<file path="src/rtl/mem_port_if.sv">
// Memory bus between the multicycle port (master) and the memory model or
// fabric (slave). Valid/ack handshake with variable latency.
interface mem_port_if #(
  parameter int ADDR_W = 32,
  parameter int DATA_W = 32
);
  logic              bus_req;
  logic              bus_we;
  logic [ADDR_W-1:0] bus_addr;
  logic [DATA_W-1:0] bus_wdata;
  logic [DATA_W-1:0] bus_rdata;
  logic              bus_ack;

  modport master (
    output bus_req, bus_we, bus_addr, bus_wdata,
    input  bus_rdata, bus_ack
  );

  modport slave (
    input  bus_req, bus_we, bus_addr, bus_wdata,
    output bus_rdata, bus_ack
  );
endinterface

</file>
<file path="src/rtl/mem_port.sv">
// Multicycle memory port: runs fetch/load/store phases for the control FSM,
// holding the instruction register and memory data register, with a watchdog.
//
// state | meaning
// IDLE  | waiting for IRWrite or IorD from the controller
// REQ   | bus cycle in flight, waiting for bus_ack or watchdog expiry
// DONE  | access finished, controller released; no new access this cycle
module mem_port #(
  parameter int ADDR_W  = 32,
  parameter int DATA_W  = 32,
  parameter int TIMEOUT = 16
) (
  input  logic              clk,
  input  logic              reset,
  input  logic              IRWrite,
  input  logic              IorD,
  input  logic              MemWE,
  input  logic [ADDR_W-1:0] pc,
  input  logic [ADDR_W-1:0] alu_addr,
  input  logic [DATA_W-1:0] wdata,
  output logic              stall,
  output logic [31:0]       instr,
  output logic [5:0]        opcode,
  output logic [5:0]        funct,
  output logic [4:0]        rs,
  output logic [4:0]        rt,
  output logic [4:0]        rd,
  output logic [15:0]       imm16,
  output logic [25:0]       target,
  output logic [DATA_W-1:0] mdr,
  output logic              addr_err,
  output logic              bus_err,
  mem_port_if.master        bus
);

  typedef enum logic [1:0] {IDLE, REQ, DONE} state_t;
  typedef enum logic [1:0] {DST_NONE, DST_IR, DST_MDR} dest_t;

  localparam logic [7:0] WDOG_LAST = 8'(TIMEOUT - 1);

  state_t            state;
  dest_t             dest;
  logic [7:0]        wdog;
  logic              req_q;
  logic              we_q;
  logic [ADDR_W-1:0] addr_q;
  logic [DATA_W-1:0] wdata_q;

  logic              pending;
  logic [ADDR_W-1:0] acc_addr;

  assign pending  = (IRWrite | IorD) && (state == IDLE);
  // Fetch wins when both requests are raised together.
  assign acc_addr = IRWrite ? pc : alu_addr;
  assign stall    = pending || (state == REQ);

  assign bus.bus_req   = req_q;
  assign bus.bus_we    = we_q;
  assign bus.bus_addr  = addr_q;
  assign bus.bus_wdata = wdata_q;

  assign opcode = instr[31:26];
  assign rs     = instr[25:21];
  assign rt     = instr[20:16];
  assign rd     = instr[15:11];
  assign funct  = instr[5:0];
  assign imm16  = instr[15:0];
  assign target = instr[25:0];

  always_ff @(posedge clk) begin
    if (reset) begin
      state    <= IDLE;
      dest     <= DST_NONE;
      wdog     <= 8'd0;
      req_q    <= 1'b0;
      we_q     <= 1'b0;
      addr_q   <= '0;
      wdata_q  <= '0;
      instr    <= 32'd0;
      mdr      <= '0;
      addr_err <= 1'b0;
      bus_err  <= 1'b0;
    end else begin
      case (state)
        IDLE: begin
          if (pending) begin
            if (IRWrite)    dest <= DST_IR;
            else if (MemWE) dest <= DST_NONE;
            else            dest <= DST_MDR;
            if (acc_addr[1:0] != 2'b00) begin
              addr_err <= 1'b1;
              state    <= DONE;
            end else begin
              req_q   <= 1'b1;
              we_q    <= MemWE & ~IRWrite;
              addr_q  <= acc_addr;
              wdata_q <= wdata;
              wdog    <= 8'd0;
              state   <= REQ;
            end
          end
        end
        REQ: begin
          // An ack in the last watchdog cycle still counts as success.
          if (bus.bus_ack) begin
            req_q <= 1'b0;
            we_q  <= 1'b0;
            case (dest)
              DST_IR:  instr <= 32'(bus.bus_rdata);
              DST_MDR: mdr   <= bus.bus_rdata;
              default: ;
            endcase
            state <= DONE;
          end else if (wdog == WDOG_LAST) begin
            req_q   <= 1'b0;
            we_q    <= 1'b0;
            bus_err <= 1'b1;
            state   <= DONE;
          end else begin
            wdog <= wdog + 8'd1;
          end
        end
        DONE:    state <= IDLE;
        default: state <= IDLE;
      endcase
    end
  end

endmodule

</file>
<file path="src/flat_wrapper.sv">
// flat-port wrapper written by rule: the top's interface ports become plain ports
module mem_port_flat 
#(
  parameter int ADDR_W  = 32,
  parameter int DATA_W  = 32,
  parameter int TIMEOUT = 16
)
  (clk, reset, IRWrite, IorD, MemWE, pc, alu_addr, wdata, stall, instr, opcode, funct, rs, rt, rd, imm16, target, mdr, addr_err, bus_err, bus_bus_req, bus_bus_we, bus_bus_addr, bus_bus_wdata, bus_bus_rdata, bus_bus_ack);
  mem_port_if #(.ADDR_W(ADDR_W), .DATA_W(DATA_W)) bus_i ();
  input  logic clk;
  input  logic reset;
  input  logic IRWrite;
  input  logic IorD;
  input  logic MemWE;
  input  logic [ADDR_W-1:0] pc;
  input  logic [ADDR_W-1:0] alu_addr;
  input  logic [DATA_W-1:0] wdata;
  output logic stall;
  output logic [31:0] instr;
  output logic [5:0] opcode;
  output logic [5:0] funct;
  output logic [4:0] rs;
  output logic [4:0] rt;
  output logic [4:0] rd;
  output logic [15:0] imm16;
  output logic [25:0] target;
  output logic [DATA_W-1:0] mdr;
  output logic addr_err;
  output logic bus_err;
  output wire logic [$bits(bus_i.bus_req)-1:0] bus_bus_req;
  output wire logic [$bits(bus_i.bus_we)-1:0] bus_bus_we;
  output wire logic [$bits(bus_i.bus_addr)-1:0] bus_bus_addr;
  output wire logic [$bits(bus_i.bus_wdata)-1:0] bus_bus_wdata;
  input wire logic [$bits(bus_i.bus_rdata)-1:0] bus_bus_rdata;
  input wire logic [$bits(bus_i.bus_ack)-1:0] bus_bus_ack;
  assign bus_bus_req = bus_i.bus_req;
  assign bus_bus_we = bus_i.bus_we;
  assign bus_bus_addr = bus_i.bus_addr;
  assign bus_bus_wdata = bus_i.bus_wdata;
  assign bus_i.bus_rdata = bus_bus_rdata;
  assign bus_i.bus_ack = bus_bus_ack;
  mem_port #(.ADDR_W(ADDR_W), .DATA_W(DATA_W), .TIMEOUT(TIMEOUT)) u_core (.clk(clk), .reset(reset), .IRWrite(IRWrite), .IorD(IorD), .MemWE(MemWE), .pc(pc), .alu_addr(alu_addr), .wdata(wdata), .stall(stall), .instr(instr), .opcode(opcode), .funct(funct), .rs(rs), .rt(rt), .rd(rd), .imm16(imm16), .target(target), .mdr(mdr), .addr_err(addr_err), .bus_err(bus_err), .bus(bus_i));
endmodule
</file>
<file path="config.mk">
export PLATFORM = sky130hd
export DESIGN_NAME = mem_port_flat
export DESIGN_NICKNAME = d
export VERILOG_FILES = /design/src/rtl/mem_port_if.sv /design/src/rtl/mem_port.sv /design/src/flat_wrapper.sv
export SDC_FILE = /design/constraint.sdc
export NUM_CORES = 1
export LEC_CHECK = 0
export CORE_MARGIN = 5
export CORE_UTILIZATION = 35
export DETAILED_ROUTE_END_ITERATION = 10
export PLACE_DENSITY = 0.77
export RECOVER_POWER = 25
export SYNTH_ARGS = -nofsm -noshare
export SYNTH_HDL_FRONTEND = slang
export SYNTH_SLANG_ARGS = --single-unit
</file>
<file path="constraint.sdc">
create_clock -name clk -period 1.5 [get_ports clk]
set_input_delay 0.15 -clock clk [delete_from_list [all_inputs] [get_ports clk]]
set_output_delay 0.15 -clock clk [all_outputs]
set_load 0.1 [all_outputs]
</file>
* Yosys cells after proc, flatten, opt, wreduce, memory -nomap -nowiden
Cells that the tools add are included.
Storage, ports and cells: output and inout port bits 202, bits in registers 144, bits of input ports 134
Operators by class: multiplexer cells 21, bitwise gates (word level) 5, add/subtract/negate cells 1, equality and inequality tests 9, reductions and logical operators 14
Operators with widths (number):
- 32-bit two-way mux | 1
- 8-bit two-way mux | 4
- 8-bit case mux with 2 select lines | 1
- 3-bit AND reduction | 5
- 2-bit two-way mux | 6
- 8-bit by 1-bit adder with 8-bit output (second input constant) | 1
- 8-bit by 4-bit == test with 1-bit output (second input constant) | 1
- 1-bit two-way mux | 6
- 2-bit != test (second input constant) | 3
- 5-bit AND reduction | 1
- 2-bit by 1-bit == test with 1-bit output (second input constant) | 2
- 1-bit case mux with 2 select lines | 2
- 2-bit case mux with 2 select lines | 1
- 2-bit AND reduction | 2
- 4-bit AND reduction | 1
- 2-bit nonzero test | 2
- 3-bit != test (second input constant) | 1
- 1-bit inverter | 3
- 2-bit == test (second input constant) | 1
- 2-bit zero test | 1
- 2-bit by 1-bit != test with 1-bit output (second input constant) | 1
- 1-bit AND | 1
- 1-bit logical AND | 1
- 1-bit logical OR | 1
- 1-bit bitwise OR | 1

* Longest topological paths before layout
Gate-level depths: netlist of run 1.
depth in word-level cells 5, depth in mapped cells 6, depth with buffers taken out 5

* Worst setup path after synthesis of run 1
Ideal clock, no wire load.
path kind register -> register, start point reg u_core.wdog[4], end point reg u_core.req_q (netlist: u_core.bus.bus_req), path slack -0.071 ns, buffers on the path 1, arrival 1.455 ns, cell stages (with the launch flop) 6, data required time 1.384 ns, period minus slack after synthesis 1.571 ns, path through dfxtp_1 > buf_6 > nor4_1 > a21oi_1 > a221o_1 > a31o_1
On the way: word-level cells in the longest chain between the ends 3
Ends and longest elaborated chain:
- start: declaration | line mem_port.sv:43 | logic [7:0] wdog;
- start signal: assignment | line mem_port.sv:120 | wdog <= wdog + 8'd1;
- 8-bit by 4-bit == test with 1-bit output | line mem_port.sv:114 | end else if (wdog == WDOG_LAST) begin
- 3-bit != test (no line)
- 4-bit AND reduction (no line)
- end signal: assignment | line mem_port.sv:94 | req_q <= 1'b1;
- end signal: assignment | line mem_port.sv:106 | req_q <= 1'b0;
- end signal: assignment | line mem_port.sv:115 | req_q <= 1'b0;
- end: declaration | line mem_port.sv:44 | logic req_q;
No other way between the ends. A chain may end at the register's enable or synchronous reset.

* Worst setup path after layout of run 1
start point reg u_core.wdog[7], end point reg u_core.we_q (netlist: u_core.bus.bus_we)
On the way: word-level cells in the longest chain between the ends 3
Ends and longest elaborated chain:
- 8-bit by 4-bit == test with 1-bit output | line mem_port.sv:114
- 3-bit != test (no line)
- 4-bit AND reduction (no line)
- end signal: assignment | line mem_port.sv:95 | we_q <= MemWE & ~IRWrite;
- end: declaration | line mem_port.sv:45 | logic we_q;
No other way between the ends.

==> results of run 1 <==
[metal layers]
layer  wire length (um)  track usage
met5                  0            0
met4                690       0.0964
met3               2080       0.0829
met2              12200        0.386
met1               8470        0.231
[Yosys cell counts (2+ instances only)]
library cell,instances
nand2_1,198
dfxtp_1,144
a21oi_1,103
buf_4,72
nor2_1,42
mux2i_1,32
a211oi_1,30
clkbuf_1,24
buf_2,19
nand3_1,5
o21ai_0,5
and3_1,4
a311oi_1,3
buf_6,3
nor3_1,3
nor4_1,3
a41oi_1,2
and4b_1,2
inv_1,2
nand2b_1,2
nand4b_1,2
nor3b_1,2
o22ai_1,2
[worst max-delay path, cell delays in order, from the launching register on]
cell and delay (ns):
dfxtp_2 0.34, buf_6 0.12, nor4_4 0.37, a21oi_4 0.10
a221o_1 0.37, mux2i_2 0.23
[area by class of cell]
| type | count | area, um^2 | share of cell area |
|---|---|---|---|
| Tap cell | 225 | 282 | 0.0250 |
| Sequential cell | 144 | 2930 | 0.260 |
| Clock buffer | 23 | 488 | 0.0433 |
| Multi-Input combinational cell | 458 | 2590 | 0.230 |
| Timing Repair Buffer | 394 | 4870 | 0.432 |
| Inverter | 2 | 7.51 | 0.000665 |
| Clock inverter | 9 | 106 | 0.00943 |
[flip-flops by register name, summed over array words and instances (netlist names)]
name                  cells
u_core.dest               2
u_core.instr             32
u_core.bus.bus_req        1
u_core.bus_err            1
u_core.bus.bus_wdata     32
u_core.bus.bus_addr      32
u_core.mdr               32
u_core.wdog               8
u_core.bus.bus_we         1
u_core.addr_err           1
u_core.state              2
[power breakdown]
| part | internal (mW) | total, mW | switching [mW] |
|---|---|---|---|
| Sequential | 3.95 | 4.06 | 0.105 |
| Clock | 2.62 | 4.23 | 1.61 |
| Combinational | 0.858 | 2.34 | 1.49 |
| Total | 7.43 | 10.6 | 3.20 |
[metrics by stage]
stage                     worst slack, ns  setup TNS [ns]  hold slack, ns
after floorplan                   0.00274               0           0.279
after global placement             -0.305          -21.26           0.453
after detailed placement           -0.399          -26.66           0.470
after CTS                         -0.0634          -0.346          0.0258
after global routing               -0.141           -1.51          0.0357
final                              -0.113          -0.602          0.0471
[logic make-up after synthesis]
family                   after synthesis  synth area share
AO/OA/AOI/OAI                        157             0.156
buffers and inverters                121             0.128
flip-flops                           144             0.478
AND/OR/NAND/NOR                      268             0.183
adder cells (fa/ha/maj)                1           0.00207
multiplexers                          32            0.0531
[timing repair]
| action | 4_1_cts | 5_1_grt |
|---|---|---|
| hold endpoints to repair | 0 | 0 |
| endpoints found under the setup margin | 87 | 48 |
| resized for setup | 27 | 29 |
| gates cloned | 1 | 2 |
| buffers inserted | 4 | 8 |
| pin swaps | 14 | 11 |
| hold buffers | 0 | 0 |
[worst paths after layout]
path                                   end  slack, ns  cells past startpoint
setup / recovery         u_core.bus.bus_we      -0.11                      5
setup reg to reg         u_core.bus.bus_we      -0.11                      5
hold reg to reg   u_core.bus.bus_wdata[13]       0.45                      2
hold / removal              u_core.wdog[5]       0.05                      2
==> qor.yml, run 1 <==
run_status:
  status: "finished, violations left"
  violations: "negative setup slack"
yosys:
  ys_seq_area_frac: 0.478
  synth_top_area_cell: "dfxtp_1"
  synth_seq_cells: 144
  ys_types: 42
  ys_async_sr_fraction: 0
  yosys_warnings: 0
  synth_top_flop_cell: "dfxtp_1"
  synth_top_area_frac: 0.478
  synthCells: 723
  synthTopCellsByArea: "dfxtp_1, nand2_1, buf_4, a21oi_1, mux2i_1"
  synth_area_per_cell_um2: 8.35
  synth_edf_count: 0
  syn-cell-area_um2: 6040
  synth_nets: 858
detailed_routing:
  drt_iter0_markers: 250
  ant_nets: 0
  dr.pass1.iters: 5
  drc: 0
  vias_per_cell: 4.94
  vias: 6194
  wl_mm: 23.4
  routedWlPerCell_um: 18.6
sta:
  maxClockFrequency_ghz: 0.620
  rsz0062_at_grt: "true"
  fin_crit_sh: 1.08
  clock_skew_ns: 0.00825
  final_hold_viol_count: 0
  finalSetupViolations: 11
  fin_crit_ns: 1.61
  drv_slew: 0
  setup_slack_ns: -0.113
  slew-limit-headroom: 0.637
  tightest_slew_ns: 0.547
clock_network:
  clock-root-buffer: "clkbuf_16"
  clk_pin_slew_ns: 0.06
  cts_tree: "yes"
  cts.htree.levels: 4
  cts_buffers: 17
  clk_path_buf_depth: 2
  cts_sinks: 144
  clk_latency_ns: 0.42
grt:
  grt_pass1_wl_mm: 34.5
  grt_pass1_vias: 6374
  grt_max_degree: 64
  antenna_found_initial: 0
  grt_usage: 0.218
  grt.overflow.total: 0
finish:
  antenna_cells: 0
  nets: 1152
  final_cell_area_um2: 11300
  areaGrowthSynthToFinish_pct: 86.9
  fillers: 1243
  final_cells: 1255
  most-common-layout-cells: "nand2_1, buf_12, clkdlybuf4s50_1"
  finish.utilization: 0.659
  drive_gt1_frac: 0.361
  layout_commonest_cell: "nand2_1"
placement:
  port_buffers: 335
  dp.cells: 1208
  post_dp_cell_area_um2: 11400
  dp_hpwl_mm: 16.8
  gp_congestion: 0.796
die:
  num_rows: 48
  die_h_um: 141
  initial_core_util: 0.353
  core-area_um2: 17100
  boundaryPins: 336
  dieArea_um2: 20000
  die_w_um: 141
hold_path:
  hp-class: "input pin to flip-flop"
  hp-start: "reset"
worst_setup_path:
  critical_path_class: "flip-flop to flip-flop"
  crit_arrival_ns: 1.94
  r2r_start: "u_core.wdog[7]"
  crit_path_end_kind: "flip-flop"
  required_ns: 1.83
  cp-start-kind: "flip-flop"
  crit_fanout: 3
  startpoint: "u_core.wdog[7]"
pwr:
  leakage_nw: 4.46
  finalPower_mw: 10.6
  peakVddDrop_mv: 0.755
  powerDensity_nw_per_um2: 942
run:
  cap_viol_max_count: 0
No activity file was read; power rests on OpenSTA's default activity.
==> run 2, diff against run 1 <==
Settings changed: GPL_ROUTABILITY_DRIVEN set to 0, SLEW_MARGIN set to 0.
==> results of run 2 <==
The final DEF is identical to that of run 1; final timing and power are the same.
